===== config.mk =====
export PLATFORM = sky130hd
export DESIGN_NAME = ca_rule_sequencer
export DESIGN_NICKNAME = d
export VERILOG_FILES = /design/src/rtl/ca_rule_sequencer.sv
export SDC_FILE = /design/constraint.sdc
export NUM_CORES = 1
export LEC_CHECK = 0
export CORE_AREA = 2 2 75 131
export DETAILED_ROUTE_END_ITERATION = 10
export DIE_AREA = 0 0 77 133
export GPL_TIMING_DRIVEN = 0
export HOLD_SLACK_MARGIN = 0.03
export MAX_ROUTING_LAYER = met4
export PLACE_DENSITY = 0.74
export SYNTH_ARGS = -nofsm -noshare
export SYNTH_HDL_FRONTEND = slang
export SYNTH_SLANG_ARGS = --single-unit
export TNS_END_PERCENT = 5

===== constraint.sdc =====
create_clock -name clk -period 4 [get_ports clk]
set_input_delay 0.8 -clock clk [delete_from_list [all_inputs] [get_ports clk]]
set_output_delay 0.8 -clock clk [all_outputs]
set_load 0.05 [all_outputs]

===== src/rtl/ca_rule_sequencer.sv =====
// ca_rule_sequencer: loads a seed into the bit-changer register and evolves it for a programmed
// number of elementary-CA generations. Define CA_NULL_BOUNDARY_EN for zero boundary cells instead of wrap-around.
module ca_rule_sequencer #(
  parameter int         N    = 25,
  parameter logic [7:0] RULE = 8'd90
) (
  input  logic                 clk,
  input  logic                 rst,
  input  logic                 start,
  input  logic                 abort,
  input  logic [N-1:0]         seed,
  input  logic [7:0]           gens,
  input  logic [N-1:0]         cur,
  output logic                 ld,
  output logic [N-1:0]         ld_data,
  output logic                 clr,
  output logic                 en,
  output logic [$clog2(N)-1:0] bitSelect,
  output logic                 bitChange,
  output logic                 busy,
  output logic                 done,
  output logic [7:0]           gen_cnt
);

  localparam int             IW       = $clog2(N);
  localparam logic [IW-1:0]  IDX_LAST = IW'(N - 1);

  localparam logic [2:0] S_IDLE = 3'd0;
  localparam logic [2:0] S_LOAD = 3'd1;
  localparam logic [2:0] S_SNAP = 3'd2;
  localparam logic [2:0] S_SCAN = 3'd3;
  localparam logic [2:0] S_DONE = 3'd4;

  logic [2:0]    state_q, state_d;
  logic [N-1:0]  seed_q, seed_d;
  logic [N-1:0]  snap_q, snap_d;
  logic [7:0]    gens_q, gens_d;
  logic [7:0]    gen_cnt_q, gen_cnt_d;
  logic [IW-1:0] idx_q, idx_d;
  logic          clr_q, clr_d;

  logic [7:0]    gen_cnt_inc;
  logic [IW-1:0] idx_l, idx_r;
  logic [2:0]    pattern;

  always_comb begin
    // NOTE: every next-state signal takes its held value first, so no branch can infer a latch.
    state_d     = state_q;
    seed_d      = seed_q;
    snap_d      = snap_q;
    gens_d      = gens_q;
    gen_cnt_d   = gen_cnt_q;
    idx_d       = idx_q;
    clr_d       = 1'b0;
    gen_cnt_inc = gen_cnt_q + 8'd1;

    case (state_q)
      S_IDLE: begin
        if (start) begin
          seed_d    = seed;
          gens_d    = gens;
          gen_cnt_d = 8'd0;
          state_d   = S_LOAD;
        end
      end
      S_LOAD: begin
        if (abort) begin
          clr_d   = 1'b1;
          state_d = S_IDLE;
        end else begin
          state_d = (gens_q == 8'd0) ? S_DONE : S_SNAP;
        end
      end
      S_SNAP: begin
        if (abort) begin
          clr_d   = 1'b1;
          state_d = S_IDLE;
        end else begin
          // The register settled on the previous edge, so cur is this generation's start word.
          snap_d  = cur;
          idx_d   = '0;
          state_d = S_SCAN;
        end
      end
      S_SCAN: begin
        if (abort) begin
          clr_d   = 1'b1;
          idx_d   = '0;
          state_d = S_IDLE;
        end else if (idx_q == IDX_LAST) begin
          idx_d     = '0;
          gen_cnt_d = gen_cnt_inc;
          state_d   = (gen_cnt_inc == gens_q) ? S_DONE : S_SNAP;
        end else begin
          idx_d = idx_q + IW'(1);
        end
      end
      S_DONE:  state_d = S_IDLE;
      default: state_d = S_IDLE;
    endcase
  end

  // Explicit wrap keeps every neighbour index inside 0..N-1 even when N is not a power of two.
  always_comb begin
    idx_l      = (idx_q == IDX_LAST) ? '0 : idx_q + IW'(1);
    idx_r      = (idx_q == '0) ? IDX_LAST : idx_q - IW'(1);
    pattern[1] = snap_q[idx_q];
`ifdef CA_NULL_BOUNDARY_EN
    pattern[2] = (idx_q == IDX_LAST) ? 1'b0 : snap_q[idx_l];
    pattern[0] = (idx_q == '0) ? 1'b0 : snap_q[idx_r];
`else
    pattern[2] = snap_q[idx_l];
    pattern[0] = snap_q[idx_r];
`endif
  end

  always_ff @(posedge clk or posedge rst) begin
    if (rst) begin
      state_q   <= S_IDLE;
      seed_q    <= '0;
      snap_q    <= '0;
      gens_q    <= 8'd0;
      gen_cnt_q <= 8'd0;
      idx_q     <= '0;
      clr_q     <= 1'b0;
    end else begin
      // NOTE: non-blocking updates so every register samples pre-edge values.
      state_q   <= state_d;
      seed_q    <= seed_d;
      snap_q    <= snap_d;
      gens_q    <= gens_d;
      gen_cnt_q <= gen_cnt_d;
      idx_q     <= idx_d;
      clr_q     <= clr_d;
    end
  end

  assign ld        = (state_q == S_LOAD);
  assign ld_data   = seed_q;
  assign clr       = clr_q;
  assign en        = (state_q == S_SCAN);
  assign bitSelect = idx_q;
  assign bitChange = en & RULE[pattern];
  assign busy      = (state_q != S_IDLE);
  assign done      = (state_q == S_DONE);
  assign gen_cnt   = gen_cnt_q;

endmodule


[Yosys cells after proc, flatten, opt, wreduce, memory -nomap -nowiden]
Memory sizes are Yosys's and may differ from the RTL's.
Cells that the tools add are included.
Storage, ports and cells
  bits in read-only memories: 8
  input port bits: 62
  register bits after elaboration: 75
  memories: 1
  output and inout port bits: 44
  word-level logic and storage cells: 66
Memories
  (no name shown): words 8, width 1, rd ports 1, clocked after memory_dff 0, write ports 0, RTL line 143  | assign bitChange = en & RULE[pattern];
Cells by class
  reductions and logical operators: 12
  bitwise operators: 2
  equal/unequal tests: 11
  order comparisons: 4
  $add $sub $neg: 3
  mux-type cells: 26
Operators with widths (number)
  8-bit two-way mux: 3
  5-bit two-way mux: 4
  5-bit by 6-bit < comparator with 1-bit output, second input constant: 3
  3-bit two-way mux: 6
  8-bit case mux with 2 select lines: 1
  1-bit binary-select mux with 5-bit select: 3
  3-bit case mux with 4 select lines: 1
  5-bit case mux with 2 select lines: 1
  8-bit by 1-bit adder with 8-bit output, second input constant: 1
  8-bit == test: 1
  8-bit logical NOT: 1
  2-bit AND reduction: 4
  3-bit by 2-bit == test with 1-bit output, second input constant: 2
  1-bit two-way mux: 6
  2-bit inequality test, second input constant: 3
  5-bit by 1-bit adder with 5-bit output, second input constant: 1
  5-bit == test, second input constant: 1
  5-bit logical NOT: 1
  5-bit by 1-bit subtractor with 5-bit output, second input constant: 1
  3-bit by 4-bit < comparator with 1-bit output, second input constant: 1
  4-bit AND reduction: 1
  2-bit nonzero test: 2
  3-bit by 1-bit == test with 1-bit output, second input constant: 1
  3-bit == test, second input constant: 1
  other kinds (8): 8

[Longest topological paths before layout]
Gate-level depths: netlist of run 1.
  depth in word-level cells: 7
  gate-level depth with buffers: 11
  depth with buffers taken out: 9

[Worst setup path after synthesis of run 1]
Ideal clock, no wire load.
  kind: reg-to-output
  from: register idx_q[0] (netlist: bitSelect[0])
  to: output bitChange
  buffers on the path: 1
  arrival time: 3.545 ns
  setup slack: -0.345 ns
  data required time: 3.200 ns
  cell stages (with the launch flop): 11
  path through: dfrtp_1 clkinv_1 ha_1 buf_2 nor4b_4 nor2_2 mux4_2 or3_1 nand4_1 nand2_1 o21bai_1
On the way
  longest elaborated chain between the ends: 7
  elaborated cells between the ends (all ways): 15
  classes of those cells: add/sub: 2; eq/ne: 1; mux: 9; bitwise: 1; reduce/logical: 1; memory: 1
Ends and longest elaborated chain
  start, declared: RTL line 39  | logic [IW-1:0] idx_q, idx_d;
  start signal, assigned: RTL line 133  | idx_q <= idx_d;
  5-bit by 1-bit adder with 5-bit output, or another cell as far along: RTL line 105  | idx_l = (idx_q == IDX_LAST) ? '0 : idx_q + IW'(1);
  5-bit two-way mux (on tied branches): RTL line 105, 106
  1-bit binary-select mux with 5-bit select (on tied branches): RTL line 112, 113
  1-bit two-way mux (on tied branches): RTL line 112, 113
  memory read 8 x 1 bit *
  1-bit two-way mux (not written as such) *: RTL line 143
  1-bit AND *: RTL line 143
  end, declared: RTL line 19  | output logic bitChange,
Every way passes the cells marked *; elsewhere a longest branch is shown, timed or not. The select of a mux whose other input is x is not followed.

[Worst setup path after layout of run 1]
  from: register idx_q[1] (netlist: bitSelect[1])
  to: output bitChange
The elaborated chain is that of the path after synthesis.

==> qor.txt, run 1 <==
Status = complete, no violations
Layout cell share with drive strength beyond 1 = 22.2%
First-pass GRT wire length = 17.7 mm
Finished Layout Cells = 618
H-Tree Depth = 3
PwrDens = 860 nW/µm²
Reg2reg path depth = 5
Root buf cell = clkbuf_16
Vias in the first global route = 3590
Row cnt = 47
Clock Latency Late Sink = 0.33 ns
FF+latch count, synth = 75
Reg clk slew, reported paths = 0.06 ns
Post-route setup slack = 0.0942 ns
R2R Setup Slk = 1.33 ns
Fin Clk Skew = 0.00616 ns
Final period utilization = 97.6%
Syn_nets = 436
Hold buffer count at CTS = 0
Fmax = 256 MHz
I/O Buffers = 105
DIE WIDTH = 77 µm
Final wirelength = 10.7 mm
Total Power = 4.91 mW
ANT nets after route = 0
DR iter-0 viols = 187
Startpoint type of the worst setup path = flip-flop
Worst R2R End = snap_q[21]$_DFFE_PP0P_
Actual slew at the worst max-slew pin = 1.29 ns
Peak VDD IR = 0.670 mV
Gpl congestion = 0.933
Worst EP arrival = 3.11 ns
Grt total ovfl = 0
I/O Pins = 106
Hold path depth = 1
Worst Hold End = ld_data[17]$_DFFE_PP0P_
WL per Instance = 17.3 µm
Core footprint = 9290 µm²
Hpwl dp = 7.97 mm
CP Capture Type = output pin
Initial Util = 43.7%
Static leakage power = 2.32 nW
Maxcap violations = 0
Die area = 10200 µm²
Cell count after synthesis = 370
FFs w/ async S/R, synth = 100%
Vias per std cell = 5.47
Ranking of synthesized cells by area = dfrtp_1, mux2_2, nand2_1
CTS tree = done
Initial antenna violation count = 0
Pin count of the biggest net entering global routing = 56
Clock tree buffer depth = 2
Drt first pass iters = 4
Warnings, synthesis = 0
Area delta synth->final = 40.5%
Max FO, Critical Path = 9
All-Layer GR Usage = 22.5%
Post-Place Cells = 598
Crit Path Category = reg -> out
Final Max Slew Viols = 0
Syn Area/Cell = 11.0 µm²
Die Span Y = 133 µm
Post-synth EDFFs = 0
Placement Setup Slack = -0.903 ns
Cell variety after synth = 61
Area leader, netlist = dfrtp_1
Vias = 3378
Sequential share of the synthesized area = 46.2%
Setup-failing EPs final = 0
TritonCTS sink count = 75
Num CTS Buffers = 9
Tmin final = 3.91 ns
Number of diodes = 0
Reg2reg start = state_q[1]$_DFFE_PP0P_
Final Hold Fails = 0
Synthesized area = 4060 µm²
Fin nets = 557
Synth top area share = 46.2%
Hold Crit Start = ld_data[17]$_DFFE_PP0P_
Worst EP required = 3.20 ns
Worst rel slew slack = 13.6%
Main synth FF type = dfrtp_1
Post-route DRC violation count = 0
Worst min path class = reg -> reg
==> metal layers <==
layer	global-route usage (%)	vias to the layer above	part of all wire, %	wire, µm
met5	-	-	0	0
li1	-	1594	-	-
met1	24.2	1639	38	4120
met2	39.7	119	53	5710
met3	4.02	26	4.5	484
met4	10.8	0	3.7	401
==> state kept, by name (all words and copies together) (netlist names) <==
| name | count |
|---|---|
| gens_q | 8 |
| gen_cnt | 8 |
| state_q | 3 |
| ld_data | 25 |
| bitSelect | 5 |
| clr | 1 |
| snap_q | 25 |
==> cells by family after synthesis <==
logic type               Yosys count  share of synthesized area [%]
AND/OR/NAND/NOR                  110                           14.3
flip-flops                        75                           46.2
AO/OA/AOI/OAI                     70                           12.4
multiplexers                      69                           19.8
buffers and inverters             27                           2.86
XOR/XNOR                          15                           3.23
adder cells (fa/ha/maj)            4                           1.23
==> worst max-delay path by stage <==
stage                                  start        end  slack [ns]  cells past startpoint
finish              bitSelect[1]$_DFFE_PP0P_  bitChange        0.09                     10
CTS                 bitSelect[0]$_DFFE_PP0P_  bitChange        0.04                     10
detailed placement  bitSelect[0]$_DFFE_PP0P_  bitChange       -0.90                     12
floorplan           bitSelect[0]$_DFFE_PP0P_  bitChange        0.17                     10
global route        bitSelect[1]$_DFFE_PP0P_  bitChange      -0.001                     11
global placement    bitSelect[0]$_DFFE_PP0P_  bitChange       -0.91                     12
==> power by group <==
group	switching (mW)	internal [mW]
Combinational	1.50	1.20
Clock	0.313	0.567
Sequential	0.238	1.09
Total	2.05	2.86
==> cells in the final DEF (no fill, tap or decap), drive strengths merged, types with 6 or more instances in the layout <==
master / n
clkdlybuf4s50: 104
dfrtp: 75
mux2: 60
nand2: 32
clkbuf: 23
nor2: 21
o21ai: 19
buf: 14
xnor2: 11
nand3: 10
nand2b: 9
and2: 8
inv: 8
nor2b: 7
nor3: 6
o211ai: 6
mux2i: 6
a21oi: 6
==> synthesized netlist by cell type (all sizes together), types with 3 or more instances <==
| library cell | instances |
|---|---|
| a211oi | 4 |
| a21o | 3 |
| a21oi | 6 |
| a22o | 4 |
| a31oi | 4 |
| and2 | 8 |
| buf | 7 |
| clkbuf | 13 |
| dfrtp | 75 |
| ha | 4 |
| inv | 6 |
| mux2 | 60 |
| mux2i | 6 |
| mux4 | 3 |
| nand2 | 32 |
| nand2b | 9 |
| nand3 | 10 |
| nor2 | 21 |
| nor2b | 7 |
| nor3 | 6 |
| o211ai | 6 |
| o21ai | 19 |
| xnor2 | 11 |
| xor2 | 4 |
==> layout make-up <==
cell class,count,area [µm²]
well taps,122,153
clock inverters,5,82.6
fillers,806,3580
flip-flops and latches,75,1880
clock buffers,11,243
inverters,7,33.8
repair buffers,112,1120
plain buffers,18,90.1
multi-input cells,268,2110
==> worst max-delay path, cell delays in order (launching register included) <==
cell and delay, ns:
dfrtp_2 0.43, inv_1 0.12, ha_4 0.19, or4b_4 0.50, nand2b_4 0.11, mux4_2 0.31, a221o_1 0.37, a32oi_2 0.24
a211oi_1 0.10, o21bai_2 0.21, buf_4 0.20
==> what timing repair did <==
item,CTS,global route
pin swaps,1,1
setup endpoints to repair,1,1
resized for setup,16,5
buffers inserted,5,1
==> through the flow <==
stage / utilization (%) / setup TNS, ns / hold slack (ns) / instance area [µm²]
after global routing: 61.5 / -0.00132 / 0.514 / 5710
after global placement: 56.7 / -1.06 / 0.488 / 5270
after detailed placement: 57.1 / -0.903 / 0.494 / 5300
after floorplan: - / 0 / 0.473 / 4070
final: 61.5 / 0 / 0.505 / 5710
after CTS: 61.2 / 0 / 0.508 / 5690
Power figures use the tool's default switching activity.
==> run 2, diff against run 1 <==
==> constraint.sdc (replaced) <==
create_clock -name clk -period 3.9 [get_ports clk]
set_input_delay 0.78 -clock clk [delete_from_list [all_inputs] [get_ports clk]]
set_output_delay 0.78 -clock clk [all_outputs]
set_load 0.05 [all_outputs]
==> run 2 against run 1 <==
Hold slack about the same; critical path depth decreased by 1; sequential cell count unchanged; die area unchanged; critical path type unchanged; critical endpoint unchanged; largest cell class unchanged.
==> qor.txt, run 2 (synthesis gave the netlist of run 1 again) <==
Final wirelength = 10.7 mm (about the same)
WL per Instance = 17.3 µm (about the same)
Finished Layout Cells = 621 (was 618)
Placed instance area = 5300 µm² (unchanged)
Startpoint type of the worst setup path = flip-flop (unchanged)
Worst min path class = reg -> reg (unchanged)
Worst rel slew slack = 13.8% (was 13.6%)
Fmax = 263 MHz
Final period utilization = 97.5%
Worst EP required = 3.12 ns (was 3.20 ns)
Worst R2R End = snap_q[21]$_DFFE_PP0P_ (unchanged)
R2R Setup Slk = 1.23 ns (was 1.33 ns)
Clock Latency Late Sink = 0.33 ns (about the same)
Hpwl dp = 7.97 mm (unchanged)
Hold buffer count at CTS = 0 (unchanged)
Reg clk slew, reported paths = 0.06 ns (about the same)
Grt total ovfl = 0 (unchanged)
Post-route setup slack = 0.0958 ns (was 0.0942 ns)
Peak VDD IR = 0.689 mV (was 0.670 mV)
Reg power frac = 26.7% (was 27.0%)
Reg2reg path depth = 5 (unchanged)
Core footprint = 9290 µm² (unchanged)
Fin area = 5750 µm² (was 5710 µm²)
Initial Util = 43.7% (unchanged)
Final Max Slew Viols = 0 (unchanged)
Hold path depth = 1 (unchanged)
First-pass GRT wire length = 17.8 mm (was 17.7 mm)
Initial antenna violation count = 0 (unchanged)
ANT nets after route = 0 (unchanged)
CTS tree = done (unchanged)
All-Layer GR Usage = 22.5% (about the same)
Setup TNS Final = 0 ns (unchanged)
Pin count of the biggest net entering global routing = 56 (unchanged)
Vias = 3364 (was 3378)
Total Power = 5.09 mW (was 4.91 mW)
Drt first pass iters = 4 (unchanged)
DR iter-0 viols = 223 (was 187)
Setup crit end = bitChange (unchanged)
Unrepaired setup endpoints after global routing = no
Layout cell share with drive strength beyond 1 = 23.2% (was 22.2%)
Clock tree buffer depth = 2 (unchanged)
H-Tree Depth = 3 (unchanged)
Largest stage delay, worst path = 0.57 ns (was 0.50 ns)
TritonCTS sink count = 75 (unchanged)
Final Hold Fails = 0 (unchanged)
CP Cell Sequence = buf_4 -> or4b_4 -> nand2b_4 -> mux4_2 -> a221o_1 -> a32oi_2 -> a211oi_1 -> o21bai_2 -> buf_6 (was inv_1 -> ha_4 -> or4b_4 -> nand2b_4 -> mux4_2 -> a221o_1 -> a32oi_2 -> a211oi_1 -> o21bai_2 -> buf_4)
Row cnt = 47 (unchanged)
Fin Clk Skew = 0.00662 ns (was 0.00616 ns)
Most frequent cells in the layout = clkdlybuf4s50_1, dfrtp_1, mux2_2 (unchanged)
Die Span Y = 133 µm (unchanged)
Sw Share = 41.7% (was 41.8%)
Int Pwr = 2.97 mW (was 2.86 mW)
Fin nets = 560 (was 557)
Vias in the first global route = 3595 (was 3590)
Static leakage power = 2.34 nW (was 2.32 nW)
Setup-failing EPs final = 0 (unchanged)
Gpl congestion = 0.933 (unchanged)
Reg2reg start = state_q[1]$_DFFE_PP0P_ (unchanged)
Post-route DRC violation count = 0 (unchanged)
Number of diodes = 0 (unchanged)
Post-Place Cells = 598 (unchanged)
I/O Pins = 106 (unchanged)
Crit Path Category = reg -> out (unchanged)
Area delta synth->final = 41.6% (was 40.5%)
Maxcap violations = 0 (unchanged)
DIE WIDTH = 77 µm (unchanged)
Tmin final = 3.80 ns
Combinational power share = 55.5% (was 55.1%)
Placement Setup Slack = -0.983 ns (was -0.903 ns)
Commonest non-fill, non-tap cell in the layout = clkdlybuf4s50_1 (unchanged)
CP Capture Type = output pin (unchanged)
Max FO, Critical Path = 10 (was 9)
Net switching power = 2.12 mW (was 2.05 mW)
Vias per std cell = 5.42 (was 5.47)
Hold Crit Start = ld_data[17]$_DFFE_PP0P_ (unchanged)
Worst Setup SP = bitSelect[2]$_DFFE_PP0P_ (was bitSelect[1]$_DFFE_PP0P_)
Root buf cell = clkbuf_16 (unchanged)
Final Util = 61.9% (was 61.5%)
Worst EP arrival = 3.02 ns (was 3.11 ns)
Die area = 10200 µm² (unchanged)
Status = complete, no violations (unchanged)
Num CTS Buffers = 9 (unchanged)
WHS = 0.505 ns (about the same)
Slowest stage cell, crit path = or4b_4 (unchanged)
Actual slew at the worst max-slew pin = 1.28 ns (was 1.29 ns)
PwrDens = 884 nW/µm² (was 860 nW/µm²)
I/O Buffers = 105 (unchanged)
Power share of the clock group = 17.7% (was 17.9%)
==> run 2: timing repair <==
action                                  CTS  global route
setup buffers                             5             4
pin swaps                                 1             3
endpoints found under the setup margin    1             1
gates resized for setup                  18             9
cloned                                    0             0
endpoints found under the hold margin     0             0
==> run 2: power groups by stage <==
| stage | clock network, mW | registers [mW] | logic [mW] |
|---|---|---|---|
| after floorplan | 0 | 1.82 | 1.37 |
| after global placement | 0 | 1.37 | 2.57 |
| after detailed placement | 0 | 1.38 | 2.59 |
| after CTS | 0.919 | 1.36 | 2.76 |
| after global routing | 0.955 | 1.41 | 2.99 |
| final | 0.902 | 1.36 | 2.83 |
==> run 2: how the worst min path moves through the flow <==
| stage | end | slack, ns |
|---|---|---|
| floorplan | snap_q[13]$_DFFE_PP0P_ | 0.47 |
| global placement | ld_data[20]$_DFFE_PP0P_ | 0.49 |
| detailed placement | ld_data[23]$_DFFE_PP0P_ | 0.49 |
| CTS | ld_data[14]$_DFFE_PP0P_ | 0.51 |
| global route | ld_data[18]$_DFFE_PP0P_ | 0.51 |
| finish | ld_data[17]$_DFFE_PP0P_ | 0.51 |
==> run 2: layout make-up <==
cell class	instances	area (µm²)
buffer	18	92.6
clock buffer	11	243
clock inverter	5	82.6
fill	801	3540
inverter	7	33.8
multi-input combinational	268	2120
sequential	75	1880
tap	122	153
timing repair buffer	115	1150
==> run 2: per-layer routing <==
layer | GRT usage (%) | wire, µm | up-vias | share of wire [%]
li1 | - | - | 1600 | -
met4 | 10.8 | 336 | 0 | 3.1
met3 | 4.02 | 430 | 24 | 4.0
met2 | 39.8 | 5810 | 100 | 54
met1 | 24.1 | 4160 | 1640 | 39
met5 | - | 0 | - | 0
==> run 2: worst max-delay path, delay by kind of cell (launching register included) <==
kind / cells / cell delay, ns
AOI/OAI and AO/OA: 4 / 0.90
buffers and inverters: 2 / 0.36
DFF: 1 / 0.43
muxes: 1 / 0.31
and+or+nand+nor: 2 / 0.68
==> run 3, diff against run 2 <==
--- a/config.mk
+++ b/config.mk
@@ -5,6 +5,7 @@
 export SDC_FILE = /design/constraint.sdc
 export NUM_CORES = 1
 export LEC_CHECK = 0
+export CAP_MARGIN = 40
 export CORE_AREA = 2 2 75 131
 export DETAILED_ROUTE_END_ITERATION = 10
 export DIE_AREA = 0 0 77 133
==> run 3 against run 2 <==
Clock skew about the same; sequential power about the same; die area unchanged; via count up 2.4%; largest cell class unchanged; critical path depth up 1.
==> qor.txt, run 3 (synthesis gave the netlist of run 1 again) <==
Status = complete, no violations (unchanged)
Fin Clk Skew = 0.00644 ns (was 0.00662 ns)
Clock Latency Late Sink = 0.33 ns (about the same)
Row cnt = 47 (unchanged)
ANT nets after route = 0 (unchanged)
Fmax = 263 MHz (about the same)
H-Tree Depth = 3 (unchanged)
Max FO, Critical Path = 4 (was 10)
Die Span Y = 133 µm (unchanged)
Clock tree buffer depth = 2 (unchanged)
Final period utilization = 97.4% (was 97.5%)
Final Hold Fails = 0 (unchanged)
Peak VDD IR = 0.739 mV (was 0.689 mV)
Grt total ovfl = 0 (unchanged)
DIE WIDTH = 77 µm (unchanged)
Reg clk slew, reported paths = 0.06 ns (about the same)
Startpoint type of the worst setup path = flip-flop (unchanged)
Worst EP arrival = 3.02 ns (about the same)
CTS tree = done (unchanged)
Hpwl dp = 7.99 mm (was 7.97 mm)
Post-Place Cells = 600 (was 598)
PwrDens = 882 nW/µm² (was 884 nW/µm²)
Worst EP required = 3.12 ns (about the same)
Die area = 10200 µm² (unchanged)
CP Capture Type = output pin (unchanged)
Core footprint = 9290 µm² (unchanged)
Placement Setup Slack = -1.02 ns (was -0.983 ns)
Initial Util = 43.7% (unchanged)
Pin count of the biggest net entering global routing = 56 (unchanged)
Layout cell share with drive strength beyond 1 = 23.9% (was 23.2%)
Commonest non-fill, non-tap cell in the layout = clkdlybuf4s50_1 (unchanged)
Vias in the first global route = 3683 (was 3595)
Largest stage delay, worst path = 0.49 ns (was 0.57 ns)
Post-route DRC violation count = 0 (unchanged)
Area delta synth->final = 42.5% (was 41.6%)
All-Layer GR Usage = 22.6% (was 22.5%)
Worst min path class = reg -> reg (unchanged)
WL per Instance = 17.2 µm (was 17.3 µm)
Unrepaired setup endpoints after global routing = no (unchanged)
Number of diodes = 0 (unchanged)
I/O Buffers = 105 (unchanged)
CP Cell Sequence = inv_2 -> ha_4 -> or4b_4 -> nand2b_4 -> mux4_2 -> a221o_1 -> a32oi_2 -> a211oi_1 -> o21bai_2 -> buf_6 (was buf_4 -> or4b_4 -> nand2b_4 -> mux4_2 -> a221o_1 -> a32oi_2 -> a211oi_1 -> o21bai_2 -> buf_6)
Hold buffer count at CTS = 0 (unchanged)
Most frequent cells in the layout = clkdlybuf4s50_1, dfrtp_1, mux2_2 (unchanged)
Drt first pass iters = 4 (unchanged)
WHS = 0.507 ns (was 0.505 ns)
Crit Path Category = reg -> out (unchanged)
First-pass GRT wire length = 17.7 mm (was 17.8 mm)
Actual slew at the worst max-slew pin = 0.606 ns (was 1.28 ns)
Final Max Slew Viols = 0 (unchanged)
TritonCTS sink count = 75 (unchanged)
Tmin final = 3.80 ns (about the same)
Vias per std cell = 5.49 (was 5.42)
Final wirelength = 10.8 mm (was 10.7 mm)
Post-route setup slack = 0.103 ns (was 0.0958 ns)
Initial antenna violation count = 0 (unchanged)
Gpl congestion = 0.933 (unchanged)
Setup-failing EPs final = 0 (unchanged)
DR iter-0 viols = 162 (was 223)
Static leakage power = 2.37 nW (was 2.34 nW)
Fin nets = 567 (was 560)
Worst rel slew slack = 59.3% (was 13.8%)
Vias = 3446 (was 3364)
Finished Layout Cells = 628 (was 621)
Maxcap violations = 0 (unchanged)
I/O Pins = 106 (unchanged)
Root buf cell = clkbuf_16 (unchanged)
Num CTS Buffers = 9 (unchanged)
Total Power = 5.11 mW (was 5.09 mW)
Slowest stage cell, crit path = or4b_4 (unchanged)
## run 3: timing repair
action,in CTS,in global routing
buffers inserted,9,4
endpoints found under the setup margin,1,1
pin swaps,2,4
gates resized for setup,18,10
## run 3: per-layer routing
metal,global-route usage [%],vias to the layer above,wire [µm],part of all wire (%)
met5,-,-,0,0
met4,12.1,0,486,4.5
met3,4.64,33,522,4.8
met2,39.3,120,5740,53
met1,23.8,1683,4040,37
li1,-,1610,-,-
## run 3: stage by stage
step	instance area [µm²]	utilization [%]	TNS (ns)
2_1_floorplan	4070	-	0
3_3_place_gp	5270	56.7	-1.22
3_5_place_dp	5310	57.2	-1.02
4_1_cts	5740	61.8	0
5_1_grt	5790	62.3	0
6_report	5790	62.3	0
## run 3: path summary, 6_finish.rpt
path                                                  to  slack, ns  cells past startpoint                startpoint
worst max-delay path                           bitChange       0.10                     10  bitSelect[1]$_DFFE_PP0P_
worst min-delay path             ld_data[24]$_DFFE_PP0P_       0.51                      1   ld_data[24]$_DFFE_PP0P_
worst max register to register    state_q[1]$_DFFE_PP0P_       1.53                      8    gen_cnt[0]$_DFFE_PP0P_
worst min register to register   ld_data[24]$_DFFE_PP0P_       0.51                      1   ld_data[24]$_DFFE_PP0P_
max in group asynchronous       bitSelect[0]$_DFFE_PP0P_       2.59                      3                       rst
min in group asynchronous         snap_q[19]$_DFFE_PP0P_       0.74                      2                       rst
## run 3: area by class of cell
type	instances	area [µm²]
Multi-Input combinational cell	268	2110
Tap cell	122	153
Buffer	19	101
Sequential cell	75	1880
Timing Repair Buffer	121	1190
Clock inverter	4	72.6
Inverter	7	33.8
Fill cell	796	3500
Clock buffer	12	256
## run 3: power breakdown
part / switching (mW) / internal [mW]
sequential: 0.245 / 1.12
combinational: 1.56 / 1.28
clock: 0.314 / 0.594
total: 2.12 / 2.99
## run 3: critical path, delay by kind of cell, from the launching register on
family | cells | cell delay (ns)
simple gates | 2 | 0.60
mux | 1 | 0.31
buf+inv | 2 | 0.25
fa+ha+maj | 1 | 0.15
flops | 1 | 0.43
compound gates | 4 | 0.93
